--- src/rtl/fp_pkg.sv ---
// Shared types and constants for the Q7.8 sequential divider.
package fp_pkg;

    localparam int DATA_W = 16;
    localparam int FRAC_W = 8;
    localparam int N_ITER = DATA_W + FRAC_W;

    typedef enum logic [1:0] {
        IDLE = 2'd0,
        CALC = 2'd1,
        DONE = 2'd2
    } state_t;

    localparam int FLAG_C = 0;
    localparam int FLAG_Z = 1;
    localparam int FLAG_N = 2;
    localparam int FLAG_V = 3;

    localparam logic [DATA_W-1:0] FP_MAX = 16'h7FFF;
    localparam logic [DATA_W-1:0] FP_MIN = 16'h8000;
    localparam logic [DATA_W-1:0] FP_ONE = 16'h0100;

    // Flag vector in the same layout as the ALU; carry is never set by division.
    function automatic logic [3:0] pack_flags(input logic [DATA_W-1:0] res, input logic ovf);
        logic [3:0] f;
        f         = '0;
        f[FLAG_C] = 1'b0;
        f[FLAG_Z] = (res == '0);
        f[FLAG_N] = res[DATA_W-1];
        f[FLAG_V] = ovf;
        return f;
    endfunction

endpackage

--- src/rtl/fp_div_seq_if.sv ---
// Request/response handshake bundle between the divider and its user.
interface fp_div_seq_if;
    import fp_pkg::*;

    logic              in_valid;
    logic              in_ready;
    logic [DATA_W-1:0] data_a;
    logic [DATA_W-1:0] data_b;
    logic              out_valid;
    logic              out_ready;
    logic [DATA_W-1:0] result;
    logic [3:0]        flags;

    modport master (
        output in_valid, data_a, data_b, out_ready,
        input  in_ready, out_valid, result, flags
    );

    modport slave (
        input  in_valid, data_a, data_b, out_ready,
        output in_ready, out_valid, result, flags
    );

endinterface

--- src/rtl/two_complement.sv ---
// Two's complement negation; the most negative value maps onto itself.
module two_complement #(
    parameter int N = 16
) (
    input  logic [N-1:0] i_a,
    output logic [N-1:0] o_y
);

    assign o_y = ~i_a + N'(1);

endmodule

--- src/rtl/fp_div_seq.sv ---
// Sequential signed Q7.8 divider: restoring division on magnitudes,
// one quotient bit per cycle, sign and saturation applied at the end.
//
// state | meaning
// IDLE  | waiting for operands, in_ready high
// CALC  | one restoring iteration per cycle, counter counts down to 0
// DONE  | result/flags held, out_valid high until out_ready
module fp_div_seq
    import fp_pkg::*;
(
    input  logic         clk,
    input  logic         rst_n,
    fp_div_seq_if.slave  bus
);

    state_t              r_state;
    state_t              w_next;

    logic                r_sign;
    logic [DATA_W-1:0]   r_mag_b;
    logic [N_ITER-1:0]   r_dvd;
    logic [DATA_W:0]     r_rem;
    logic [4:0]          r_cnt;
    logic [DATA_W-1:0]   r_result;
    logic [3:0]          r_flags;

    logic [DATA_W-1:0]   w_neg_a;
    logic [DATA_W-1:0]   w_neg_b;
    logic [DATA_W-1:0]   w_mag_a;
    logic [DATA_W-1:0]   w_mag_b;
    logic [DATA_W-1:0]   w_neg_q;
    logic                w_accept;
    logic                w_b_zero;
    logic [DATA_W-1:0]   w_dz_res;
    logic [DATA_W+1:0]   w_rem_sh;
    logic [DATA_W+1:0]   w_diff;
    logic                w_qbit;
    logic [N_ITER-1:0]   w_q_next;
    logic [DATA_W-1:0]   w_fin_res;
    logic                w_fin_ovf;

    two_complement #(.N(DATA_W)) u_neg_a (.i_a(bus.data_a),          .o_y(w_neg_a));
    two_complement #(.N(DATA_W)) u_neg_b (.i_a(bus.data_b),          .o_y(w_neg_b));
    two_complement #(.N(DATA_W)) u_neg_q (.i_a(w_q_next[DATA_W-1:0]), .o_y(w_neg_q));

    assign w_mag_a  = bus.data_a[DATA_W-1] ? w_neg_a : bus.data_a;
    assign w_mag_b  = bus.data_b[DATA_W-1] ? w_neg_b : bus.data_b;
    assign w_accept = (r_state == IDLE) && bus.in_valid;
    assign w_b_zero = (bus.data_b == '0);
    assign w_dz_res = bus.data_a[DATA_W-1] ? FP_MIN : FP_MAX;

    // Restoring step: bring in the next dividend bit, keep the difference if non-negative.
    assign w_rem_sh = {1'b0, r_rem, r_dvd[N_ITER-1]};
    assign w_diff   = w_rem_sh - {2'b00, r_mag_b};
    assign w_qbit   = ~w_diff[DATA_W+1];
    assign w_q_next = {r_dvd[N_ITER-2:0], w_qbit};

    // Sign application and saturation of the completed quotient magnitude.
    always_comb begin
        w_fin_res = w_q_next[DATA_W-1:0];
        w_fin_ovf = 1'b0;
        if (!r_sign) begin
            if (w_q_next > N_ITER'(FP_MAX)) begin
                w_fin_res = FP_MAX;
                w_fin_ovf = 1'b1;
            end
        end else if (w_q_next > N_ITER'(FP_MIN)) begin
            w_fin_res = FP_MIN;
            w_fin_ovf = 1'b1;
        end else begin
            w_fin_res = w_neg_q;
        end
    end

    // State register.
    always_ff @(posedge clk or negedge rst_n) begin
        if (!rst_n) r_state <= IDLE;
        else        r_state <= w_next;
    end

    // Next-state and handshake outputs.
    always_comb begin
        w_next        = r_state;
        bus.in_ready  = 1'b0;
        bus.out_valid = 1'b0;
        case (r_state)
            IDLE: begin
                bus.in_ready = 1'b1;
                if (bus.in_valid) w_next = w_b_zero ? DONE : CALC;
            end
            CALC: begin
                if (r_cnt == 5'd1) w_next = DONE;
            end
            DONE: begin
                bus.out_valid = 1'b1;
                if (bus.out_ready) w_next = IDLE;
            end
            default: w_next = IDLE;
        endcase
    end

    // Operand capture, iteration datapath and result/flag registers.
    always_ff @(posedge clk or negedge rst_n) begin
        if (!rst_n) begin
            r_sign   <= 1'b0;
            r_mag_b  <= '0;
            r_dvd    <= '0;
            r_rem    <= '0;
            r_cnt    <= '0;
            r_result <= '0;
            r_flags  <= '0;
        end else if (w_accept) begin
            r_sign  <= bus.data_a[DATA_W-1] ^ bus.data_b[DATA_W-1];
            r_mag_b <= w_mag_b;
            r_dvd   <= {w_mag_a, {FRAC_W{1'b0}}};
            r_rem   <= '0;
            if (w_b_zero) begin
                r_cnt    <= '0;
                r_result <= w_dz_res;
                r_flags  <= pack_flags(w_dz_res, 1'b1);
            end else begin
                r_cnt <= 5'(N_ITER);
            end
        end else if (r_state == CALC) begin
            r_rem <= w_qbit ? w_diff[DATA_W:0] : w_rem_sh[DATA_W:0];
            r_dvd <= w_q_next;
            r_cnt <= r_cnt - 5'd1;
            if (r_cnt == 5'd1) begin
                r_result <= w_fin_res;
                r_flags  <= pack_flags(w_fin_res, w_fin_ovf);
            end
        end
    end

    assign bus.result = r_result;
    assign bus.flags  = r_flags;

endmodule

--- src/flat_wrapper.sv ---
// flat-port wrapper written by rule: the top's interface ports become plain ports
module fp_div_seq_flat import fp_pkg::*;
  (clk, rst_n, bus_in_valid, bus_data_a, bus_data_b, bus_out_ready, bus_in_ready, bus_out_valid, bus_result, bus_flags);
  fp_div_seq_if bus_i ();
  input  logic clk;
  input  logic rst_n;
  input wire logic [$bits(bus_i.in_valid)-1:0] bus_in_valid;
  input wire logic [$bits(bus_i.data_a)-1:0] bus_data_a;
  input wire logic [$bits(bus_i.data_b)-1:0] bus_data_b;
  input wire logic [$bits(bus_i.out_ready)-1:0] bus_out_ready;
  output wire logic [$bits(bus_i.in_ready)-1:0] bus_in_ready;
  output wire logic [$bits(bus_i.out_valid)-1:0] bus_out_valid;
  output wire logic [$bits(bus_i.result)-1:0] bus_result;
  output wire logic [$bits(bus_i.flags)-1:0] bus_flags;
  assign bus_i.in_valid = bus_in_valid;
  assign bus_i.data_a = bus_data_a;
  assign bus_i.data_b = bus_data_b;
  assign bus_i.out_ready = bus_out_ready;
  assign bus_in_ready = bus_i.in_ready;
  assign bus_out_valid = bus_i.out_valid;
  assign bus_result = bus_i.result;
  assign bus_flags = bus_i.flags;
  fp_div_seq u_core (.clk(clk), .rst_n(rst_n), .bus(bus_i));
endmodule
--- config.mk ---
export PLATFORM = sky130hd
export DESIGN_NAME = fp_div_seq_flat
export DESIGN_NICKNAME = d
export VERILOG_FILES = /design/src/rtl/fp_pkg.sv /design/src/rtl/fp_div_seq_if.sv /design/src/rtl/two_complement.sv /design/src/rtl/fp_div_seq.sv /design/src/flat_wrapper.sv
export SDC_FILE = /design/constraint.sdc
export NUM_CORES = 1
export LEC_CHECK = 0
export ABC_AREA = 1
export BUFFER_PORTS_ARGS = -buffer_cell sky130_fd_sc_hd__buf_2
export CAP_MARGIN = 20
export CORE_MARGIN = 2
export CORE_UTILIZATION = 30
export CTS_BUF_LIST = sky130_fd_sc_hd__clkbuf_4
export DETAILED_ROUTE_END_ITERATION = 8
export PLACE_DENSITY = 0.52
export SETUP_SLACK_MARGIN = 0.4
export SLEW_MARGIN = 20
export SYNTH_ARGS = -nofsm -noshare
export SYNTH_HDL_FRONTEND = slang
export SYNTH_SLANG_ARGS = --single-unit
--- constraint.sdc ---
create_clock -name clk -period 3.34 [get_ports clk]
set_input_delay 0.501 -clock clk [delete_from_list [all_inputs] [get_ports clk]]
set_output_delay 0.501 -clock clk [all_outputs]
set_load 0.05 [all_outputs]
==> results of run 1 <==
[kinds of logic (layout without fill, tap and decap cells)]
| kind of cell | count (synthesis) | after routing |
|---|---|---|
| multiplexers | 1 | 1 |
| other | 1 | 2 |
| AND/OR/NAND/NOR | 329 | 329 |
| buffers and inverters | 128 | 193 |
| flip-flops | 83 | 83 |
| AO/OA/AOI/OAI | 170 | 170 |
| XOR/XNOR | 35 | 35 |
| adder cells (fa/ha/maj) | 22 | 22 |
[worst max-delay path: stages (launching register included)]
cell     delay (ps)
dfrtp_1         450
ha_4            320
nand4_1         140
buf_4           170
a21oi_4         130
nor2_4           70
nand2_4          60
nand2_2          40
nand2_2          90
ha_4            140
nand2_4          60
inv_2            70
nand4_1         130
nor2_1          190
inv_1            90
nor4_1          180
o22ai_1         110
o21ai_1         150
inv_1            80
nand2_1          60
nor2_1           40
nand3_1          70
nand2_1          50
[layout make-up]
type | instances | area, µm² | share of cell area
Antenna cell | 1 | 2.50 | 0.000374
Clock buffer | 9 | 67.6 | 0.0101
Timing Repair Buffer | 82 | 478 | 0.0714
Inverter | 96 | 360 | 0.0538
Tap cell | 234 | 293 | 0.0437
Clock inverter | 6 | 81.3 | 0.0121
Sequential cell | 83 | 2080 | 0.310
Multi-Input combinational cell | 558 | 3340 | 0.498
[cells in the mapped netlist, types with 2 or more instances]
cell type | number | share of area
o22ai_1 | 14 | 0.016
nand3b_1 | 4 | 0.0053
o21ai_1 | 2 | 0.0018
nand2_2 | 9 | 0.010
xor2_1 | 26 | 0.040
a32o_1 | 5 | 0.0089
nor2_1 | 61 | 0.041
buf_4 | 2 | 0.0027
clkbuf_1 | 18 | 0.012
nand3_1 | 39 | 0.035
ha_1 | 21 | 0.047
a22oi_1 | 6 | 0.0080
nor3_1 | 12 | 0.011
o31ai_1 | 3 | 0.0040
buf_2 | 7 | 0.0062
buf_1 | 4 | 0.0027
xnor2_1 | 9 | 0.014
a31oi_1 | 9 | 0.010
inv_2 | 4 | 0.0027
inv_1 | 91 | 0.061
o221ai_1 | 3 | 0.0047
o21ai_0 | 86 | 0.076
dfrtp_1 | 83 | 0.37
nand2_4 | 2 | 0.0040
nand3_2 | 6 | 0.011
nor2_2 | 9 | 0.010
nor3_2 | 2 | 0.0035
o211ai_1 | 13 | 0.017
nor2_4 | 2 | 0.0040
a21oi_1 | 21 | 0.019
nand4_1 | 6 | 0.0067
nand2_1 | 175 | 0.12
[placed cells by master (no fill, tap or decap), types with 2 or more instances in the layout]
master,count
nor2_4,4
clkbuf_4,9
clkinv_1,2
o211ai_1,13
o21ai_1,5
a31oi_1,9
a21oi_1,18
inv_2,11
nand3_1,38
bufinv_16,2
nand3_2,6
dfrtp_1,83
nand2_2,10
o21ai_0,83
ha_1,5
o31ai_1,3
nor2_2,9
nor3_2,3
nand3b_1,4
buf_4,27
a32o_1,5
ha_4,16
a22oi_1,6
nand2_4,5
nor3_1,11
inv_1,84
nand4_1,6
clkinv_2,2
xnor2_1,9
a21oi_2,3
o221ai_1,3
buf_2,55
o22ai_1,14
nand2_1,171
nor2_1,59
xor2_1,26
[per-stage QoR]
| step | setup slack [ps] | utilization | hold slack (ps) | cells |
|---|---|---|---|---|
| final | 399 | 0.360 | 105 | 1069 |
| after global routing | 170 | 0.360 | 140 | 1069 |
| after CTS | 400 | 0.352 | 123 | 1060 |
| after detailed placement | 318 | 0.337 | 464 | 1038 |
| after global placement | 381 | 0.337 | 466 | 1038 |
| after floorplan | 402 | - | 205 | 769 |
[worst max path at each step]
stage	start	to	slack [ps]	depth (start not counted)
2_1_floorplan	u_core.r_rem[2]	u_core.bus.flags[1]	400	27
3_3_place_gp	u_core.r_mag_b[8]	u_core.bus.flags[1]	380	25
3_5_place_dp	u_core.r_mag_b[8]	u_core.bus.flags[1]	320	25
4_1_cts	u_core.r_rem[7]	u_core.bus.flags[1]	400	25
5_1_grt	u_core.r_rem[14]	u_core.bus.flags[1]	170	23
6_report	u_core.r_rem[13]	u_core.bus.flags[1]	400	22
[sequential cells by signal (all words and copies together) (netlist names)]
name / count
u_core.r_sign: 1
u_core.r_dvd: 24
u_core.r_rem: 17
u_core.r_mag_b: 16
u_core.r_cnt: 5
u_core.r_state: 2
u_core.bus.result: 15
u_core.bus.flags: 3
[where the power goes]
part / internal [mW] / leakage [nW] / switching [mW]
clock network: 0.295 / 0.0792 / 0.374
logic: 1.90 / 2.03 / 3.08
registers: 1.46 / 1.05 / 0.378
total: 3.65 / 3.16 / 3.83
[what timing repair did]
item | in CTS | in global routing
pin swaps | 5 | 19
hold buffers | 0 | 0
gates cloned | 0 | 0
resized for setup | 11 | 23
buffers inserted | 7 | 8
endpoints found under the setup margin | 2 | 4
[routing by layer]
layer / routed length (µm) / up-vias
li1: - / 2672
met1: 7840 / 2450
met2: 7420 / 70
met3: 345 / 5
met4: 95 / 0
met5: 0 / -
==> summary.txt, run 1 <==
Floorplanning
  – I/O Pins: 58
  – Die area: 19900 µm²
  – Site Rows: 50
  – Starting Density: 0.304
  – Core Area: 18600 µm²
  – Die width: 141 µm
  – Die height: 141 µm

Clocking
  – Clk slew on worst S/H paths: 140 ps
  – CTS tree: done
  – Clk root buf: clkbuf_4
  – H-tree levels: 3
  – Max clock buf depth: 2
  – Cts bufs inserted: 9
  – Clk Latency, worst-skew pair: 470 ps
  – Sink Count: 83

Pwr
  – VDD IR-drop max: 0.333 mV
  – Leak: 3.16 nW
  – Power Density: 1120 nW/µm²
  – Total power: 7.49 mW

Drt
  – DR vias: 5197
  – Via density: 4.86
  – 1st-pass router iterations: 4
  – DRC: 0
  – Routed WL per cell: 14.7 µm
  – Number of DRC markers in iteration 0: 321
  – Final WL: 15700 µm
  – Final ANT Viol Nets: 0

STA
  – Setup TNS: 0 ps
  – Fin. max-slew vios: 0
  – Final Hold Viols: 0
  – Fmax: 0.340 GHz
  – Fin crit period: 2940 ps
  – Slew HR: 0.443
  – Final setup vio count: 0
  – RSZ-0062 raised after global routing: yes
  – Fin crit share: 0.880
  – Clk_skew: 22.1 ps
  – Worst-margin pin slew: 836 ps

Yosys
  – Adder-cell share of the synthesized area: 0.0501
  – EDFF count, synth: 0
  – Seq cells post-synth: 83
  – Cells after synthesis: 769
  – Post-synthesis compound-gate area fraction: 0.177
  – Sequential area share after synthesis: 0.368
  – Fraction of registers with async set or reset after synthesis: 1.00
  – Post-Syn Area: 5640 µm²
  – Synthesized area per cell: 7.33 µm²
  – Multiplexer share of the synthesized area: 0.00177
  – Post-synthesis xor/xnor area fraction: 0.0543
  – Main synth FF type: dfrtp_1
  – Syn Nets: 827
  – Distinct cells, synth: 47
  – Main combinational cell family by area after synthesis: simple AND/OR/NAND/NOR gates
  – Synth Area in Simple Gates: 0.259
  – Synth warn: 0

Finish
  – # fillers: 1895
  – Design area: 6700 µm²
  – Area growth, synth to finish: 18.7%
  – Ratio of cells with drive above 1 in the final layout: 0.199
  – # nets final: 888

Job
  – Max-Cap Viols: 0

Setup path
  – Worst setup EP type: flip-flop
  – CP arrival: 3320 ps
  – Worst-path maximum fanout: 6
  – Launch point of the worst reg-to-reg path: u_core.r_rem[13]
  – Cells on worst reg2reg path: 22
  – Startpoint Class: flip-flop
  – RR Endpoint: u_core.bus.flags[1]
  – CP Data Required Time: 3720 ps
  – Worst reg-to-reg setup slack: 400 ps
  – Crit Path Class: reg2reg

Global routing
  – Gr usage total: 0.164
  – Met1 usage: 0.225
  – GRT overflow: 0
  – M3 GR Usage: 0.0296
  – First-pass GRT wire length: 26100 µm
  – Met2 Use GR: 0.267
  – Largest net degree at the start of global routing: 66
  – Global route hottest layer: met2
  – Antenna violations before repair: 1
  – Vias in the first global route: 5095

Place
  – Placed Area: 6260 µm²
  – Port bufs: 56
  – DP Wirelength: 11200 µm
  – GPL Wtd Cong: 0.840

Hold path
  – Min-Delay Path Class: in2async

Outcome
  – Status: finished, final reports clean
(Power assumes the default switching activity.)
==> run 2: changes to the inputs <==
==> constraint.sdc (replaced) <==
create_clock -name clk -period 3.1 [get_ports clk]
set_input_delay 0.465 -clock clk [delete_from_list [all_inputs] [get_ports clk]]
set_output_delay 0.465 -clock clk [all_outputs]
set_load 0.05 [all_outputs]
==> run 2 against run 1 <==
Sequential share of layout area fell by 1.1 points. Clock power up 34%. Count of clock-buffer cells in the layout up 1. Global-route usage increased by 0.10 points. Cell count rose by 2.2%. Sequential power grew 7%. Final area rose by 3.7%. Largest power group unchanged. Clock skew shrank 12 ps. Non-clock buffer count up 23.
==> summary.txt, run 2 (same netlist as run 1, synthesis figures left out) <==
Floorplanning
  – I/O Pins: 58 (unchanged)
  – Die height: 141 µm (unchanged)
  – Site Rows: 50 (unchanged)
  – Core Area: 18600 µm² (unchanged)
  – Starting Density: 0.304 (unchanged)
  – Die area: 19900 µm² (unchanged)
  – Die width: 141 µm (unchanged)

Place
  – Port bufs: 56 (unchanged)
  – GPL Wtd Cong: 0.850 (+1.2%)
  – Dpl ws: 181 ps (-137 ps)
  – DP Wirelength: 11400 µm (+1.6%)
  – Inst Count DP: 1041 (+0.29%)
  – Placed Area: 6310 µm² (+0.88%)

Setup path
  – Cells on worst reg2reg path: 24 (+9.1%)
  – Worst Path Buf+Inv: 3 (-1)
  – Worst-path maximum fanout: 4 (-2)
  – Most used cell, CP: nand2_2
  – CP max-delay cell: dfrtp_1
  – Startpoint Class: flip-flop
  – Worst setup EP type: flip-flop
  – Crit-path cells: ha_4 > nand2_2 > inv_1 > nand2_2 > a21oi_2 > nor2_4 > nand2_4 > nand2_2 > nand2_2 > ha_4 > nand2_4 > inv_2 > nand4_1 > nor2_2 > nand2_2 > o21ai_1 > inv_1 > nand3_1 > nand2_1 > nor2_1 > nand3_1 > nor2_1 > nand3_1 > nand2_1
  – CP Data Required Time: 3500 ps (-220 ps)
  – CP arrival: 3320 ps (about the same)
  – CP top delay family: simple AND/OR/NAND/NOR gates
  – Biggest cell delay along the critical path: 440 ps (about the same)
  – Crit Path Class: reg2reg
  – Cell depth of the worst setup path: 24 (+9.1%)

Drt
  – Final WL: 16200 µm (+3.2%)
  – Via density: 4.87 (+0.25%)
  – DR vias: 5327 (+2.5%)
  – Routed WL per cell: 14.8 µm (+0.95%)
  – DRC: 0 (unchanged)
  – 1st-pass router iterations: 5 (+1)
  – Number of DRC markers in iteration 0: 331 (+3.1%)
  – Final ANT Viol Nets: 0 (unchanged)

Finish
  – Design area: 6940 µm² (+3.7%)
  – Largest Register: u_core.r_dvd
  – Sequential cell area: 2080 µm² (unchanged)
  – Commonest non-fill, non-tap cells in the layout: 168 x nand2_1, 83 x inv_1, 83 x dfrtp_1, 82 x o21ai_0, 58 x nor2_1
  – Ratio of cells with drive above 1 in the final layout: 0.226 (+0.0271)
  – Area growth, synth to finish: 23.1%
  – Registers with the most flip-flops: u_core.r_dvd: 24 flops, u_core.r_rem: 17 flops, u_core.r_mag_b: 16 flops
  – Max FFs per register: 24 (unchanged)
  – Multi-input gate area: 3340 µm² (+0.19%)
  – Post-layout util: 0.374 (+0.0133)
  – Final std cells w/o fill: 1093 (+2.2%)
  – # fillers: 1934 (+2.1%)
  – # nets final: 911 (+2.6%)
  – Commonest non-fill, non-tap cell in the layout: nand2_1

Pwr
  – Clock power frac: 0.104 (+0.015)
  – VDD IR-drop max: 0.589 mV (+77%)
  – Power Density: 1240 nW/µm² (+10%)
  – Sequential share of power: 0.230 (-0.016)
  – Leak: 3.31 nW (+4.7%)
  – Switching Share: 0.495 (-0.0170)
  – Share of total power in combinational logic: 0.665 (about the same)
  – Internal power: 4.33 mW (+19%)
  – Psw: 4.24 mW (+11%)

Clocking
  – H-tree levels: 3 (unchanged)
  – Clk root buf: clkbuf_4
  – Clk Latency, worst-skew pair: 450 ps (-20 ps)
  – Sink Count: 83 (unchanged)
  – Cts bufs inserted: 9 (unchanged)
  – Clk slew on worst S/H paths: 140 ps (about the same)
  – Max clock buf depth: 2 (unchanged)
  – CTS tree: done

STA
  – Final setup vio count: 0 (unchanged)
  – Fin crit period: 2920 ps (-24.8 ps)
  – Fin crit share: 0.941 (+0.0602)
  – Clk_skew: 10.6 ps (-11.6 ps)
  – Fin. max-slew vios: 0 (unchanged)
  – RSZ-0062 raised after global routing: yes
  – Final Hold Viols: 0 (unchanged)
  – Worst-margin pin slew: 677 ps (-159 ps)
  – Slew HR: 0.549 (+0.106)
  – Fmax: 0.343 GHz (+0.85%)
  – Final worst slack: 184 ps (-215 ps)

Hold path
  – Min-Delay Path Class: in2reg
  – Hold path depth: 2

Global routing
  – Gr usage total: 0.165 (+0.00102)
  – First-pass GRT wire length: 26400 µm (+1.2%)
  – GRT overflow: 0 (unchanged)
  – Vias in the first global route: 5198 (+2.0%)
  – Largest net degree at the start of global routing: 47 (-29%)
  – Antenna violations before repair: 1 (unchanged)

Outcome
  – Status: finished, final reports clean

Job
  – Max-Cap Viols: 0 (unchanged)
[run 2: cell types whose count changed in the layout (fill, tap and decap cells not counted), moves of 2 or more]
cell / delta
buf_4: +21
nand2_1: -3
bufinv_16: +2
clkinv_2: -2
nand2_2: +2
[run 2: cell type report]
class,instances,area share
sequential,83,0.299
clock inverter,6,0.0184
inverter,96,0.0519
multi-input combinational,558,0.481
clock buffer,10,0.0108
timing repair buffer,105,0.0959
antenna,1,0.000360
tap,234,0.0422
[run 2: worst paths after layout]
| path | start | endpoint | slack (ps) |
|---|---|---|---|
| setup / recovery | u_core.r_rem[11] | u_core.bus.flags[1] | 180 |
| hold / removal | bus_out_ready | u_core.r_state[1] | 160 |
| setup reg to reg | u_core.r_rem[11] | u_core.bus.flags[1] | 180 |
| hold reg to reg | u_core.r_mag_b[11] | u_core.r_mag_b[11] | 500 |
| max in group asynchronous | rst_n | u_core.bus.result[13] | 1910 |
| min in group asynchronous | rst_n | u_core.r_dvd[20] | 540 |
[run 2: stage by stage]
| step | setup TNS, ps | hold slack [ps] | power (mW) |
|---|---|---|---|
| after floorplan | 0 | 169 | 5.75 |
| after global placement | 0 | 465 | 6.89 |
| after detailed placement | 0 | 467 | 6.91 |
| after CTS | 0 | 133 | 8.30 |
| after global routing | -101 | 150 | 9.35 |
| final | 0 | 165 | 8.57 |
[run 2: power groups by stage]
| stage | logic [mW] | clock network [mW] | registers (mW) |
|---|---|---|---|
| final | 5.70 | 0.895 | 1.97 |
| after global routing | 6.35 | 0.952 | 2.04 |
| after CTS | 5.42 | 0.921 | 1.96 |
| after detailed placement | 4.92 | 0 | 1.99 |
| after global placement | 4.91 | 0 | 1.98 |
| after floorplan | 3.61 | 0 | 2.14 |
[run 2: timing repair]
item / in CTS / in global routing
pin swaps: 22 / 22
endpoints found under the hold margin: 17 / 0
gates resized for setup: 21 / 15
endpoints found under the setup margin: 4 / 5
buffers inserted: 25 / 9
hold buffers: 1 / 0
[run 2: routing by layer]
layer / up-vias / track usage / wire (µm)
met4: 0 / 0.0605 / 293
met3: 18 / 0.0136 / 454
met1: 2501 / 0.227 / 7810
met5: - / 0 / 0
met2: 97 / 0.270 / 7650
li1: 2711 / - / -
==> run 3: changes to the inputs <==
--- a/config.mk
+++ b/config.mk
@@ -8,10 +8,10 @@
 export ABC_AREA = 1
 export BUFFER_PORTS_ARGS = -buffer_cell sky130_fd_sc_hd__buf_2
 export CAP_MARGIN = 20
-export CORE_MARGIN = 2
 export CORE_UTILIZATION = 30
 export CTS_BUF_LIST = sky130_fd_sc_hd__clkbuf_4
 export DETAILED_ROUTE_END_ITERATION = 8
+export GPL_TIMING_DRIVEN = 0
 export PLACE_DENSITY = 0.52
 export SETUP_SLACK_MARGIN = 0.4
 export SLEW_MARGIN = 20
==> run 3 against run 2 <==
The flow now finishes with violations (setup timing). Clock skew rose by 11 ps. First-iteration DRC count shrank 28%. Routed wire length grew 2.3%. Register-to-register slack got worse by 200 ps. Via count grew 0.68%. Critical endpoint unchanged.
==> summary.txt, run 3 (same netlist as run 1, synthesis figures left out) <==
Finish
  – Area growth, synth to finish: 24.8%
  – Max FFs per register: 24 (unchanged)
  – Registers with the most flip-flops: u_core.r_dvd: 24 flops, u_core.r_rem: 17 flops, u_core.r_mag_b: 16 flops
  – Final std cells w/o fill: 1104 (+1.0%)
  – Commonest non-fill, non-tap cells in the layout: 158 x nand2_1, 83 x dfrtp_1, 80 x inv_1, 79 x o21ai_0, 60 x buf_2
  – # fillers: 1872 (-3.2%)
  – Commonest non-fill, non-tap cell in the layout: nand2_1
  – Largest Register: u_core.r_dvd
  – Ratio of cells with drive above 1 in the final layout: 0.244 (+0.0176)
  – Post-layout util: 0.387 (+0.0130)
  – # nets final: 928 (+1.9%)

Global routing
  – Vias in the first global route: 5263 (+1.3%)
  – GRT overflow: 0 (unchanged)
  – Antenna violations before repair: 1 (unchanged)
  – Largest net degree at the start of global routing: 49 (+4.3%)
  – First-pass GRT wire length: 26900 µm (+2.0%)
  – Gr usage total: 0.176 (+0.0114)

Drt
  – Final ANT Viol Nets: 0 (unchanged)
  – Via density: 4.86 (-0.33%)
  – Final WL: 16600 µm (+2.3%)
  – 1st-pass router iterations: 4 (-1)
  – Routed WL per cell: 15.0 µm (+1.3%)
  – DR vias: 5363 (+0.68%)
  – DRC: 0 (unchanged)
  – Number of DRC markers in iteration 0: 239 (-28%)

STA
  – Final Hold Viols: 0 (unchanged)
  – Fin. max-slew vios: 0 (unchanged)
  – Setup TNS: -17.9 ps (-17.9 ps)
  – Fmax: 0.321 GHz (-6.5%)
  – Final worst slack: -17.9 ps (-202 ps)
  – Fin crit share: 1.01 (+0.0651)
  – Fin crit period: 3120 ps (+202 ps)
  – Slew HR: 0.552 (+0.00312)
  – Final setup vio count: 1 (+1)
  – RSZ-0062 raised after global routing: yes
  – Worst-margin pin slew: 670 ps (-7.16 ps)
  – Clk_skew: 21.6 ps (+11.0 ps)

Setup path
  – Worst setup EP type: flip-flop
  – Worst-path maximum fanout: 6 (+2)
  – Most used cell, CP: nand2_2
  – CP arrival: 3500 ps (+180 ps)
  – Cells on worst reg2reg path: 25 (+4.2%)
  – CP max-delay cell: dfrtp_1
  – RR Endpoint: u_core.bus.flags[1]
  – Launch point of the worst reg-to-reg path: u_core.r_rem[13]
  – CP Data Required Time: 3480 ps (-20 ps)
  – Crit Path Class: reg2reg
  – Biggest cell delay along the critical path: 450 ps (about the same)
  – Startpoint Class: flip-flop
  – Worst reg-to-reg setup slack: -20 ps (-200 ps)

Outcome
  – Failing checks: setup timing
  – Status: finished, violations left

Hold path
  – Hold path depth: 2 (unchanged)
  – Min-Delay Path Class: in2reg
  – WHS Endpoint: u_core.r_state[1]
  – Hold Path Origin: bus_out_ready

Pwr
  – Leak: 3.31 nW (about the same)
  – VDD IR-drop max: 0.359 mV (-39%)
  – Power Density: 1240 nW/µm² (+0.37%)
  – Total power: 8.73 mW (+1.8%)

Floorplanning
  – I/O Pins: 58 (unchanged)
  – Die width: 139 µm (-1.4%)
  – Die area: 19400 µm² (-2.8%)
  – Core Area: 18200 µm² (-2.0%)
  – Starting Density: 0.310 (+0.00620)
  – Die height: 139 µm (-1.4%)
  – Site Rows: 49 (-2.0%)

Place
  – GPL Wtd Cong: 0.839 (-1.3%)
  – DP Wirelength: 12300 µm (+7.7%)
  – Inst Count DP: 1054 (+1.2%)
  – Port bufs: 55 (-1.8%)

Clocking
  – Max clock buf depth: 2 (unchanged)
  – Clk root buf: clkbuf_4
  – Sink Count: 83 (unchanged)
  – CTS tree: done
  – Clk slew on worst S/H paths: 140 ps (about the same)
  – Cts bufs inserted: 9 (unchanged)
  – H-tree levels: 3 (unchanged)
  – Clk Latency, worst-skew pair: 480 ps (+30 ps)

Job
  – Max-Cap Viols: 0 (unchanged)
==> run 3: layout make-up <==
class / instances / area, µm² / area share
antenna: 1 / 2.50 / 0.000355
buffer: 32 / 163 / 0.0231
clock buffer: 9 / 67.6 / 0.00960
clock inverter: 6 / 81.3 / 0.0116
inverter: 96 / 365 / 0.0519
multi-input combinational: 558 / 3420 / 0.486
sequential: 83 / 2080 / 0.295
tap: 229 / 287 / 0.0407
timing repair buffer: 90 / 578 / 0.0821
==> run 3: routing by layer <==
| metal | part of all wire | vias to the layer above | global-route usage |
|---|---|---|---|
| li1 | - | 2746 | - |
| met1 | 0.50 | 2531 | 0.244 |
| met2 | 0.46 | 74 | 0.285 |
| met3 | 0.024 | 12 | 0.0245 |
| met4 | 0.012 | 0 | 0.0503 |
| met5 | 0 | - | 0 |
==> run 3: worst max-delay path by stage <==
stage,from,endpoint,slack [ps],depth (start not counted)
2_1_floorplan,u_core.r_rem[1],u_core.bus.flags[1],260,27
3_3_place_gp,u_core.r_mag_b[4],u_core.bus.flags[1],-390,27
3_5_place_dp,u_core.r_mag_b[4],u_core.bus.flags[1],-420,26
4_1_cts,u_core.r_mag_b[6],u_core.bus.flags[1],-0.7,28
5_1_grt,u_core.r_mag_b[13],u_core.bus.flags[1],-200,24
6_report,u_core.r_rem[13],u_core.bus.flags[1],-20,25
==> run 3: repair_timing <==
item | in CTS | in global routing
gates resized for setup | 29 | 43
buffers inserted | 24 | 9
hold buffers | 1 | 0
endpoints found under the hold margin | 35 | 0
pin swaps | 16 | 19
setup endpoints to repair | 8 | 10
==> run 3: where the power goes <==
part	internal, mW	switching (mW)
logic	2.40	3.62
registers	1.58	0.395
clock network	0.318	0.418
==> run 3: critical path, delay by kind of cell (launching register included) <==
kind,cells,cell delay [ps]
buffers and inverters,4,330
AOI/OAI and AO/OA,2,210
DFF,1,450
adders and majority gates,2,440
and+or+nand+nor,17,1620
==> run 3: metrics by stage <==
step | setup WS [ps] | hold slack, ps | area, µm²
CTS | -0.715 | 128 | 6820
global route | -200 | 118 | 7040
finish | -17.9 | 159 | 7040
floorplan | 259 | 169 | 5770
detailed placement | -423 | 391 | 6360
global placement | -388 | 466 | 6330
